===== src/rtl/inst_axi_rd_bridge_if.sv =====
// Bus bundles for the fetch-side SRAM-like port and the AXI4 read channels
// used by inst_axi_rd_bridge.

interface inst_sram_if;
  logic        inst_sram_req;
  logic        inst_sram_wr;
  logic [1:0]  inst_sram_size;
  logic [3:0]  inst_sram_wstrb;
  logic [31:0] inst_sram_addr;
  logic [31:0] inst_sram_wdata;
  logic        inst_sram_addr_ok;
  logic        inst_sram_data_ok;
  logic [31:0] inst_sram_rdata;

  modport master (
    output inst_sram_req, inst_sram_wr, inst_sram_size, inst_sram_wstrb,
           inst_sram_addr, inst_sram_wdata,
    input  inst_sram_addr_ok, inst_sram_data_ok, inst_sram_rdata
  );

  modport slave (
    input  inst_sram_req, inst_sram_wr, inst_sram_size, inst_sram_wstrb,
           inst_sram_addr, inst_sram_wdata,
    output inst_sram_addr_ok, inst_sram_data_ok, inst_sram_rdata
  );
endinterface

interface axi_rd_if;
  logic [3:0]  arid;
  logic [31:0] araddr;
  logic [7:0]  arlen;
  logic [2:0]  arsize;
  logic [1:0]  arburst;
  logic [1:0]  arlock;
  logic [3:0]  arcache;
  logic [2:0]  arprot;
  logic        arvalid;
  logic        arready;
  logic [3:0]  rid;
  logic [31:0] rdata;
  logic [1:0]  rresp;
  logic        rlast;
  logic        rvalid;
  logic        rready;

  modport master (
    output arid, araddr, arlen, arsize, arburst, arlock, arcache, arprot,
           arvalid, rready,
    input  arready, rid, rdata, rresp, rlast, rvalid
  );

  modport slave (
    input  arid, araddr, arlen, arsize, arburst, arlock, arcache, arprot,
           arvalid, rready,
    output arready, rid, rdata, rresp, rlast, rvalid
  );
endinterface


===== src/rtl/inst_axi_rd_bridge.sv =====
// SRAM-like instruction fetch port to single-ID AXI4 read master, with a
// registered AR stage, an in-order response FIFO and an outstanding cap.

module inst_axi_rd_bridge #(
  parameter int          MAX_OUTSTANDING = 2,
  parameter logic [3:0]  ARID            = 4'd0
) (
  input  logic      clk,
  input  logic      reset,
  inst_sram_if.slave sram,
  axi_rd_if.master   axi
);

  localparam int CNT_W = $clog2(MAX_OUTSTANDING + 1);
  localparam int PTR_W = (MAX_OUTSTANDING > 1) ? $clog2(MAX_OUTSTANDING) : 1;
  localparam logic [CNT_W-1:0] MAX_CNT  = CNT_W'(MAX_OUTSTANDING);
  localparam logic [PTR_W-1:0] LAST_PTR = PTR_W'(MAX_OUTSTANDING - 1);

  logic             arvalid_reg;
  logic [31:0]      araddr_reg;
  logic [1:0]       arsize_reg;
  logic [CNT_W-1:0] cnt_reg, cnt_next;
  logic [CNT_W-1:0] occ_reg, occ_next;
  logic [PTR_W-1:0] wr_ptr_reg, wr_ptr_next;
  logic [PTR_W-1:0] rd_ptr_reg, rd_ptr_next;
  logic [31:0]      mem_reg [MAX_OUTSTANDING];

  logic accept;
  logic fifo_full;
  logic fifo_empty;
  logic push;
  logic pop;

  function automatic logic [PTR_W-1:0] ptr_inc(input logic [PTR_W-1:0] p);
    ptr_inc = (p == LAST_PTR) ? '0 : p + 1'b1;
  endfunction

  // The AR register may reload in the same cycle it hands off, so accept
  // looks at arready as well as the current arvalid.
  assign accept = sram.inst_sram_req & ~sram.inst_sram_wr &
                  (~arvalid_reg | axi.arready) & (cnt_reg < MAX_CNT);

  assign fifo_full  = (occ_reg == MAX_CNT);
  assign fifo_empty = (occ_reg == '0);
  assign push       = axi.rvalid & ~fifo_full;
  assign pop        = ~fifo_empty;

  always_comb begin
    cnt_next    = cnt_reg;
    occ_next    = occ_reg;
    wr_ptr_next = wr_ptr_reg;
    rd_ptr_next = rd_ptr_reg;
    case ({accept, pop})
      2'b10:   cnt_next = cnt_reg + 1'b1;
      2'b01:   cnt_next = cnt_reg - 1'b1;
      default: cnt_next = cnt_reg;
    endcase
    case ({push, pop})
      2'b10:   occ_next = occ_reg + 1'b1;
      2'b01:   occ_next = occ_reg - 1'b1;
      default: occ_next = occ_reg;
    endcase
    if (push) wr_ptr_next = ptr_inc(wr_ptr_reg);
    if (pop)  rd_ptr_next = ptr_inc(rd_ptr_reg);
  end

  always_ff @(posedge clk or posedge reset) begin
    if (reset) begin
      arvalid_reg <= 1'b0;
      araddr_reg  <= '0;
      arsize_reg  <= '0;
      cnt_reg     <= '0;
      occ_reg     <= '0;
      wr_ptr_reg  <= '0;
      rd_ptr_reg  <= '0;
    end else begin
      if (accept) begin
        arvalid_reg <= 1'b1;
        araddr_reg  <= sram.inst_sram_addr;
        arsize_reg  <= sram.inst_sram_size;
      end else if (arvalid_reg && axi.arready) begin
        arvalid_reg <= 1'b0;
      end
      cnt_reg    <= cnt_next;
      occ_reg    <= occ_next;
      wr_ptr_reg <= wr_ptr_next;
      rd_ptr_reg <= rd_ptr_next;
    end
  end

  // Payload storage needs no reset; validity is tracked by occ_reg.
  always_ff @(posedge clk) begin
    if (push) mem_reg[wr_ptr_reg] <= axi.rdata;
  end

  assign sram.inst_sram_addr_ok = accept;
  assign sram.inst_sram_data_ok = ~fifo_empty;
  assign sram.inst_sram_rdata   = fifo_empty ? 32'd0 : mem_reg[rd_ptr_reg];

  assign axi.arid    = ARID;
  assign axi.araddr  = araddr_reg;
  assign axi.arlen   = 8'd0;
  assign axi.arsize  = {1'b0, arsize_reg};
  assign axi.arburst = 2'b01;
  assign axi.arlock  = 2'b00;
  assign axi.arcache = 4'd0;
  assign axi.arprot  = 3'd0;
  assign axi.arvalid = arvalid_reg;
  assign axi.rready  = ~fifo_full;

  logic unused_inputs;
  assign unused_inputs = ^{sram.inst_sram_wstrb, sram.inst_sram_wdata,
                           axi.rid, axi.rresp, axi.rlast};

endmodule

===== src/flat_wrapper.sv =====
// flat-port wrapper written by rule: the top's interface ports become plain ports
module inst_axi_rd_bridge_flat 
#(
  parameter int          MAX_OUTSTANDING = 2,
  parameter logic [3:0]  ARID            = 4'd0
)
  (clk, reset, sram_inst_sram_req, sram_inst_sram_wr, sram_inst_sram_size, sram_inst_sram_wstrb, sram_inst_sram_addr, sram_inst_sram_wdata, sram_inst_sram_addr_ok, sram_inst_sram_data_ok, sram_inst_sram_rdata, axi_arid, axi_araddr, axi_arlen, axi_arsize, axi_arburst, axi_arlock, axi_arcache, axi_arprot, axi_arvalid, axi_rready, axi_arready, axi_rid, axi_rdata, axi_rresp, axi_rlast, axi_rvalid);
  inst_sram_if sram_i ();
  axi_rd_if axi_i ();
  input  logic clk;
  input  logic reset;
  input wire logic [$bits(sram_i.inst_sram_req)-1:0] sram_inst_sram_req;
  input wire logic [$bits(sram_i.inst_sram_wr)-1:0] sram_inst_sram_wr;
  input wire logic [$bits(sram_i.inst_sram_size)-1:0] sram_inst_sram_size;
  input wire logic [$bits(sram_i.inst_sram_wstrb)-1:0] sram_inst_sram_wstrb;
  input wire logic [$bits(sram_i.inst_sram_addr)-1:0] sram_inst_sram_addr;
  input wire logic [$bits(sram_i.inst_sram_wdata)-1:0] sram_inst_sram_wdata;
  output wire logic [$bits(sram_i.inst_sram_addr_ok)-1:0] sram_inst_sram_addr_ok;
  output wire logic [$bits(sram_i.inst_sram_data_ok)-1:0] sram_inst_sram_data_ok;
  output wire logic [$bits(sram_i.inst_sram_rdata)-1:0] sram_inst_sram_rdata;
  output wire logic [$bits(axi_i.arid)-1:0] axi_arid;
  output wire logic [$bits(axi_i.araddr)-1:0] axi_araddr;
  output wire logic [$bits(axi_i.arlen)-1:0] axi_arlen;
  output wire logic [$bits(axi_i.arsize)-1:0] axi_arsize;
  output wire logic [$bits(axi_i.arburst)-1:0] axi_arburst;
  output wire logic [$bits(axi_i.arlock)-1:0] axi_arlock;
  output wire logic [$bits(axi_i.arcache)-1:0] axi_arcache;
  output wire logic [$bits(axi_i.arprot)-1:0] axi_arprot;
  output wire logic [$bits(axi_i.arvalid)-1:0] axi_arvalid;
  output wire logic [$bits(axi_i.rready)-1:0] axi_rready;
  input wire logic [$bits(axi_i.arready)-1:0] axi_arready;
  input wire logic [$bits(axi_i.rid)-1:0] axi_rid;
  input wire logic [$bits(axi_i.rdata)-1:0] axi_rdata;
  input wire logic [$bits(axi_i.rresp)-1:0] axi_rresp;
  input wire logic [$bits(axi_i.rlast)-1:0] axi_rlast;
  input wire logic [$bits(axi_i.rvalid)-1:0] axi_rvalid;
  assign sram_i.inst_sram_req = sram_inst_sram_req;
  assign sram_i.inst_sram_wr = sram_inst_sram_wr;
  assign sram_i.inst_sram_size = sram_inst_sram_size;
  assign sram_i.inst_sram_wstrb = sram_inst_sram_wstrb;
  assign sram_i.inst_sram_addr = sram_inst_sram_addr;
  assign sram_i.inst_sram_wdata = sram_inst_sram_wdata;
  assign sram_inst_sram_addr_ok = sram_i.inst_sram_addr_ok;
  assign sram_inst_sram_data_ok = sram_i.inst_sram_data_ok;
  assign sram_inst_sram_rdata = sram_i.inst_sram_rdata;
  assign axi_arid = axi_i.arid;
  assign axi_araddr = axi_i.araddr;
  assign axi_arlen = axi_i.arlen;
  assign axi_arsize = axi_i.arsize;
  assign axi_arburst = axi_i.arburst;
  assign axi_arlock = axi_i.arlock;
  assign axi_arcache = axi_i.arcache;
  assign axi_arprot = axi_i.arprot;
  assign axi_arvalid = axi_i.arvalid;
  assign axi_rready = axi_i.rready;
  assign axi_i.arready = axi_arready;
  assign axi_i.rid = axi_rid;
  assign axi_i.rdata = axi_rdata;
  assign axi_i.rresp = axi_rresp;
  assign axi_i.rlast = axi_rlast;
  assign axi_i.rvalid = axi_rvalid;
  inst_axi_rd_bridge #(.MAX_OUTSTANDING(MAX_OUTSTANDING), .ARID(ARID)) u_core (.clk(clk), .reset(reset), .sram(sram_i), .axi(axi_i));
endmodule

===== config.mk =====
export PLATFORM = sky130hd
export DESIGN_NAME = inst_axi_rd_bridge_flat
export DESIGN_NICKNAME = d
export VERILOG_FILES = /design/src/rtl/inst_axi_rd_bridge_if.sv /design/src/rtl/inst_axi_rd_bridge.sv /design/src/flat_wrapper.sv
export SDC_FILE = /design/constraint.sdc
export NUM_CORES = 1
export LEC_CHECK = 0
export BUFFER_PORTS_ARGS = -buffer_cell sky130_fd_sc_hd__buf_2
export CAP_MARGIN = 20
export CORE_MARGIN = 10
export CORE_UTILIZATION = 30
export DETAILED_ROUTE_END_ITERATION = 10
export HOLD_SLACK_MARGIN = 0.15
export PLACE_DENSITY_LB_ADDON = 0.3
export SYNTH_ARGS = -nofsm -noshare
export SYNTH_HDL_FRONTEND = slang
export SYNTH_SLANG_ARGS = --single-unit

===== constraint.sdc =====
create_clock -name clk -period 2.6 [get_ports clk]
set_input_delay 0.52 -clock clk [delete_from_list [all_inputs] [get_ports clk]]
set_output_delay 0.52 -clock clk [all_outputs]
set_load 0.01 [all_outputs]

==> impl_metrics.py, run 1 <==
metrics = {
    "outcome": {
        "status": "finished, final reports clean",
    },
    "yosys": {
        "synth_seq_area_share_pct": 68.5,
        "yosys.area_share.simple_pct": 4.31,
        "netlist_instances": 263,
        "ys_top_cells_by_area": "edfxtp_1, dfrtp_1, mux2_4",
        "synthXorXnorAreaFrac_pct": 1.63,
        "synth_compound_area_share_pct": 0,
        "synth_top_area_share_pct": 44.7,
        "yosysWarningCount": 0,
        "synth_top_family_by_area": "multiplexers",
        "synth.cell_area_um2": 4300,
        "muxShareOfSynthArea_pct": 18.7,
        "synth_seq_cells": 105,
        "synth_area_per_cell_um2": 16.4,
        "synthAdderAreaFrac_pct": 0.582,
        "synth_top_area_cell": "edfxtp_1",
        "synth_cell_type_count": 19,
    },
    "cts": {
        "tritoncts": "done",
        "clockBufferDepth": 2,
        "root_buffer": "clkbuf_16",
        "clk_pin_slew_worst_paths_ps": 70,
        "h-tree-depth": 3,
        "cts_sinks": 105,
        "cts_buffers": 9,
        "insertion_delay_ps": 340,
    },
    "power_and_ir_drop": {
        "intPower_w": 0.00434,
        "p_per_area_nw_per_um2": 1180,
        "comb_power_share_pct": 38.3,
        "total_power_w": 0.00647,
        "sw_frac_of_total_pct": 32.9,
        "pwr-share-seq_pct": 41.3,
        "power.share.clock_pct": 20.5,
        "p_sw_w": 0.00213,
        "p_leak_nw": 2.56,
        "irDropWorstVdd_mv": 0.448,
    },
    "global_route": {
        "grt_overflow": 0,
        "antenna_found_initial": 2,
        "grt_pass1_wl_um": 15300,
        "grt_max_degree": 33,
        "grt_usage_pct": 9.91,
        "grt_pass1_vias": 2815,
    },
    "sta": {
        "period_minus_slack_ps": 2250,
        "timing.clock.skew_ps": 6.84,
        "grt_setup_unrepaired": "no",
        "min_period_over_period_pct": 86.4,
        "setup_viol": 0,
        "fin_setup_tns_ps": 0,
        "max_freq_mhz": 445,
        "final-hold-violation-count": 0,
        "drv_slew": 0,
    },
    "critical_path": {
        "worstSetupEndpointType": "output pin",
        "crit_required_ps": 2080,
        "startpoint": "u_core.rd_ptr_reg$_DFFE_PP0N_",
        "crit_type": "flip-flop to output pin",
        "r2r_end": "u_core.mem_reg[0][20]$_DFFE_PP_",
        "ff2ff_path_depth": 4,
        "crit_path_max_fanout": 13,
        "r2r_slack_ps": 940,
        "arrival_ps": 1730,
        "worstSetupStartpointType": "flip-flop",
        "r2r_start": "u_core.occ_reg[0]$_DFFE_PP0P_",
    },
    "placement": {
        "portBuffers": 141,
        "place.gp.congestion": 0.736,
        "dpl.hpwl_um": 7280,
        "place_area_um2": 5160,
    },
    "detailed_routing": {
        "final_antenna_net_count": 0,
        "dr.pass1.iters": 4,
        "drt_iter0_markers": 93,
        "wl_um": 9750,
        "dr_total_vias": 2481,
        "wl_per_cell_um": 16.3,
        "viasPerCell": 4.14,
        "drc": 0,
    },
    "worst_hold_path": {
        "min_to": "u_core.mem_reg[0][8]$_DFFE_PP_",
        "min_path_type": "input port to flip-flop",
        "holdPathStages": 1,
        "min_from": "axi_rdata[8]",
    },
    "floorplan": {
        "core_um2": 14000,
        "pin_count": 209,
        "die_h_um": 140,
        "die_w_um": 140,
        "dieArea_um2": 19500,
        "start_util_pct": 30.7,
        "rows": 43,
    },
    "finish": {
        "multiInputGateArea_um2": 1190,
        "drive_above_1_share_pct": 48.6,
        "fin_area_um2": 5490,
        "largest_register_ffs": 64,
        "fin_nets": 530,
        "fillerInstances": 1349,
        "area_delta_synth_final_pct": 27.7,
        "seq_area_um2": 2950,
    },
    "flow_run": {
        "drv_cap": 0,
    },
}
## power by group through the flow
stage	Clock (W)	Sequential [W]	Combinational, W
final	0.00133	0.00267	0.00248
after global routing	0.00145	0.00274	0.00273
after CTS	0.00139	0.00268	0.00256
after detailed placement	0	0.00270	0.00256
after global placement	0	0.00269	0.00253
after floorplan	0	0.00275	0.00148
## final cells by class
| cell class | count | area share [%] |
|---|---|---|
| diodes | 1 | 0.0456 |
| clock buffers | 14 | 5.22 |
| clock inverters | 2 | 0.182 |
| inverters | 3 | 0.205 |
| multi-input cells | 143 | 21.6 |
| flip-flops and latches | 105 | 53.7 |
| well taps | 180 | 4.10 |
| repair buffers | 151 | 14.9 |
## cells in the final DEF, fill, tap and decap left out
cell           netlist  final
inv_1                3      2
buf_2                7    141
ha_1                 2      2
nand2_1              2      2
clkbuf_1             0      3
conb_1               2     24
nor2_2               1      2
clkinv_2             0      2
clkbuf_16            0     11
and3_2               0      1
buf_4               24      6
diode_2              0      1
mux2i_1             32     32
dlygate4sd3_1        0      1
xor2_1               2      2
nor2_4               0      1
dfrtp_2              0      1
nor2_1              36     34
mux2_2               7      7
buf_12               0      3
mux2_4              27     27
xnor2_1              6      6
nand2b_1             2      2
dfrtp_1             41     40
edfxtp_1            64     64
nand3_4              1      1
clkinv_1             0      1
## per-layer routing
layer,track usage [%],wire (um),vias to the layer above
met2,14.6,4210,130
li1,-,-,1173
met1,11.3,4100,1164
met4,4.24,138,2
met5,0,13,-
met3,6.02,1280,12
## how the worst max path moves through the flow
stage                     cells after the start  slack [ps]                        endpoint
after floorplan                               3         110  u_core.mem_reg[0][0]$_DFFE_PP_
after global placement                        4         690        sram_inst_sram_rdata[30]
after detailed placement                      4         660         sram_inst_sram_rdata[8]
after CTS                                     4         280         sram_inst_sram_rdata[8]
after global routing                          4         180         sram_inst_sram_rdata[8]
final                                         4         350         sram_inst_sram_rdata[8]
## timing repair
action,in CTS,in global routing
hold buffers,0,1
resized for setup,0,0
buffers inserted,0,0
hold endpoints to repair,0,2
## Yosys cell counts
master and number:
inv_1 3, mux2i_1 32, mux2_4 27, ha_1 2, nand2_1 2, nand2b_1 2
buf_4 24, and3_1 1, mux2_2 7, dfrtp_1 41, buf_2 7, nand3_4 1
xnor2_1 6, edfxtp_1 64, conb_1 2, nor2_1 36, nor2_2 1, xor2_1 2
buf_6 3
## critical path: stages, from the launching register on
cell and delay [ps]:
dfrtp_2 620, buf_4 330, mux2i_1 230, nor2_1 60, buf_2 150
## logic make-up (layout without fill, tap and decap cells)
family / after synthesis / after routing
multiplexers: 66 / 66
AND/OR/NAND/NOR: 43 / 43
buffers and inverters: 37 / 170
XOR/XNOR: 8 / 8
adder cells (fa/ha/maj): 2 / 2
flip-flops: 105 / 105
other: 2 / 25
## per-stage QoR
stage          hold slack, ps  setup WS (ps)  utilization, %  instances
2_1_floorplan             460            111               -        285
3_3_place_gp              479            688            36.9        580
3_5_place_dp              485            661            36.9        580
4_1_cts                   307            283            39.0        596
5_1_grt                   347            180            39.2        598
6_report                  370            354            39.3        599
(Power assumes the default switching activity.)
==> run 2: changes to the inputs <==
--- a/config.mk
+++ b/config.mk
@@ -12,6 +12,7 @@
 export DETAILED_ROUTE_END_ITERATION = 10
 export HOLD_SLACK_MARGIN = 0.15
 export PLACE_DENSITY_LB_ADDON = 0.3
+export SLEW_MARGIN = 30
 export SYNTH_ARGS = -nofsm -noshare
 export SYNTH_HDL_FRONTEND = slang
 export SYNTH_SLANG_ARGS = --single-unit
==> constraint.sdc (replaced) <==
create_clock -name clk -period 2.6 [get_ports clk]
set_input_delay 0.65 -clock clk [delete_from_list [all_inputs] [get_ports clk]]
set_output_delay 0.65 -clock clk [all_outputs]
set_load 0.01 [all_outputs]
==> impl_metrics.py, run 2 (synthesis gave the netlist of run 1 again) <==
metrics = {
    "placement": {
        "dpl.hpwl_um": 7180,
        "pre_cts_ws_ps": 590,
        "dp_cells": 579,
        "place.gp.congestion": 0.726,
        "portBuffers": 141,
    },
    "detailed_routing": {
        "viasPerCell": 4.18,
        "final_antenna_net_count": 0,
        "wl_um": 9850,
        "drc": 0,
        "dr_total_vias": 2486,
        "dr.pass1.iters": 4,
        "drt_iter0_markers": 64,
        "wl_per_cell_um": 16.6,
    },
    "finish": {
        "final_common_cell": "buf_2",
        "instances_no_fill": 595,
        "drive_above_1_share_pct": 48.2,
        "fin_nets": 527,
        "antenna_cells": 0,
        "largest_register_ffs": 64,
        "mostFrequentLayoutCells": "buf_2, edfxtp_1, dfrtp_1",
        "area_delta_synth_final_pct": 26.7,
    },
    "floorplan": {
        "core_um2": 14000,
        "pin_count": 209,
        "dieArea_um2": 19500,
        "die_h_um": 140,
        "die_w_um": 140,
        "rows": 43,
        "start_util_pct": 30.7,
    },
    "cts": {
        "post-cts-setup-buffer-count": 0,
        "root_buffer": "clkbuf_16",
        "clk_pin_slew_worst_paths_ps": 70,
        "clockBufferDepth": 2,
        "tritoncts": "done",
        "cts_buffers": 9,
        "cts_sinks": 105,
        "h-tree-depth": 3,
        "hold_buffers": 0,
        "post_cts_resized": 0,
        "insertion_delay_ps": 340,
    },
    "sta": {
        "min_period_over_period_pct": 79.9,
        "fin_setup_tns_ps": 0,
        "setup_viol": 0,
        "tightest_slew_ps": 528,
        "final-hold-violation-count": 0,
        "period_minus_slack_ps": 2080,
        "fin_ws_ps": 522,
        "timing.clock.skew_ps": 4.75,
        "slew_headroom_pct": 64.8,
        "max_freq_mhz": 481,
        "fin_hold_ws_ps": 430,
        "grt_setup_unrepaired": "no",
        "drv_slew": 0,
    },
    "critical_path": {
        "arrival_ps": 1430,
        "critPathMaxStageDelay_ps": 390,
        "crit_type": "flip-flop to output pin",
        "worstSetupEndpointType": "output pin",
        "slowest_stage": "dfrtp_2",
        "crit_required_ps": 1950,
        "crit_path_max_fanout": 32,
        "crit_chain": "buf_12 -> mux2i_1 -> nor2_1 -> buf_2",
        "worstSetupStartpointType": "flip-flop",
    },
    "power_and_ir_drop": {
        "p_leak_nw": 2.53,
        "irDropWorstVdd_mv": 0.417,
        "p_per_area_nw_per_um2": 1190,
    },
    "outcome": {
        "status": "finished, final reports clean",
    },
    "global_route": {
        "grt_max_degree": 42,
        "antenna_found_initial": 1,
        "grt_usage_pct": 10.0,
        "grt_overflow": 0,
        "grt_pass1_wl_um": 15500,
        "grt_pass1_vias": 2850,
    },
    "worst_hold_path": {
        "min_path_type": "input port to async pin",
    },
    "flow_run": {
        "drv_cap": 0,
    },
}
## run 2: cell count changes in the layout (fill, tap and decap cells not counted)
cell	change
clkinv_2	-1
clkbuf_16	-2
diode_2	-1
bufinv_16	+1
clkinv_1	+1
dlygate4sd3_1	-1
clkinvlp_2	+1
buf_4	-2
## run 2: routing by layer
layer / vias up / track usage [%] / share of wire [%]
li1: 1167 / - / -
met1: 1169 / 11.8 / 44
met2: 136 / 14.5 / 42
met3: 12 / 5.75 / 13
met4: 2 / 4.40 / 1.5
met5: - / 0 / 0.13
## run 2: report_power, final
part / leakage [nW] / switching (W) / internal, W
clock: 0.134 / 0.000558 / 0.000741
sequential: 1.08 / 0.000254 / 0.00238
combinational: 1.32 / 0.00133 / 0.00121
## run 2: per-stage QoR
stage / utilization (%) / instance area (um2) / total power, W
floorplan: - / 4380 / 0.00423
global placement: 36.9 / 5170 / 0.00522
detailed placement: 36.9 / 5170 / 0.00527
CTS: 38.9 / 5450 / 0.00662
global route: 38.9 / 5450 / 0.00693
finish: 38.9 / 5450 / 0.00647
## run 2: cell type report
class                           instances  area [um2]
Clock buffer                           12         236
Clock inverter                          4        43.8
Fill cell                            1361        8540
Inverter                                3        11.3
Multi-Input combinational cell        143        1190
Sequential cell                       105        2950
Tap cell                              180         225
Timing Repair Buffer                  148         796
## run 2: worst paths after layout
| kind | from | to | slack, ps | depth (start not counted) |
|---|---|---|---|---|
| max in group asynchronous | reset | u_core.rd_ptr_reg$_DFFE_PP0N_ | 1790 | 3 |
| min in group clk | u_core.cnt_reg[0]$_DFFE_PP0P_ | u_core.cnt_reg[0]$_DFFE_PP0P_ | 490 | 1 |
| worst min register to register | u_core.cnt_reg[0]$_DFFE_PP0P_ | u_core.cnt_reg[0]$_DFFE_PP0P_ | 490 | 1 |
| worst min-delay path | reset | u_core.axi.araddr[21]$_DFFE_PP0P_ | 430 | 3 |
| worst max register to register | u_core.occ_reg[0]$_DFFE_PP0P_ | u_core.mem_reg[0][12]$_DFFE_PP_ | 930 | 4 |
| worst max-delay path | u_core.rd_ptr_reg$_DFFE_PP0N_ | sram_inst_sram_rdata[17] | 520 | 4 |
## run 2: worst max-delay path, delay by kind of cell, from the launching register on
kind          cells  cell delay (ps)
buf+inv           2              400
flops             1              390
mux               1              220
simple gates      1               70
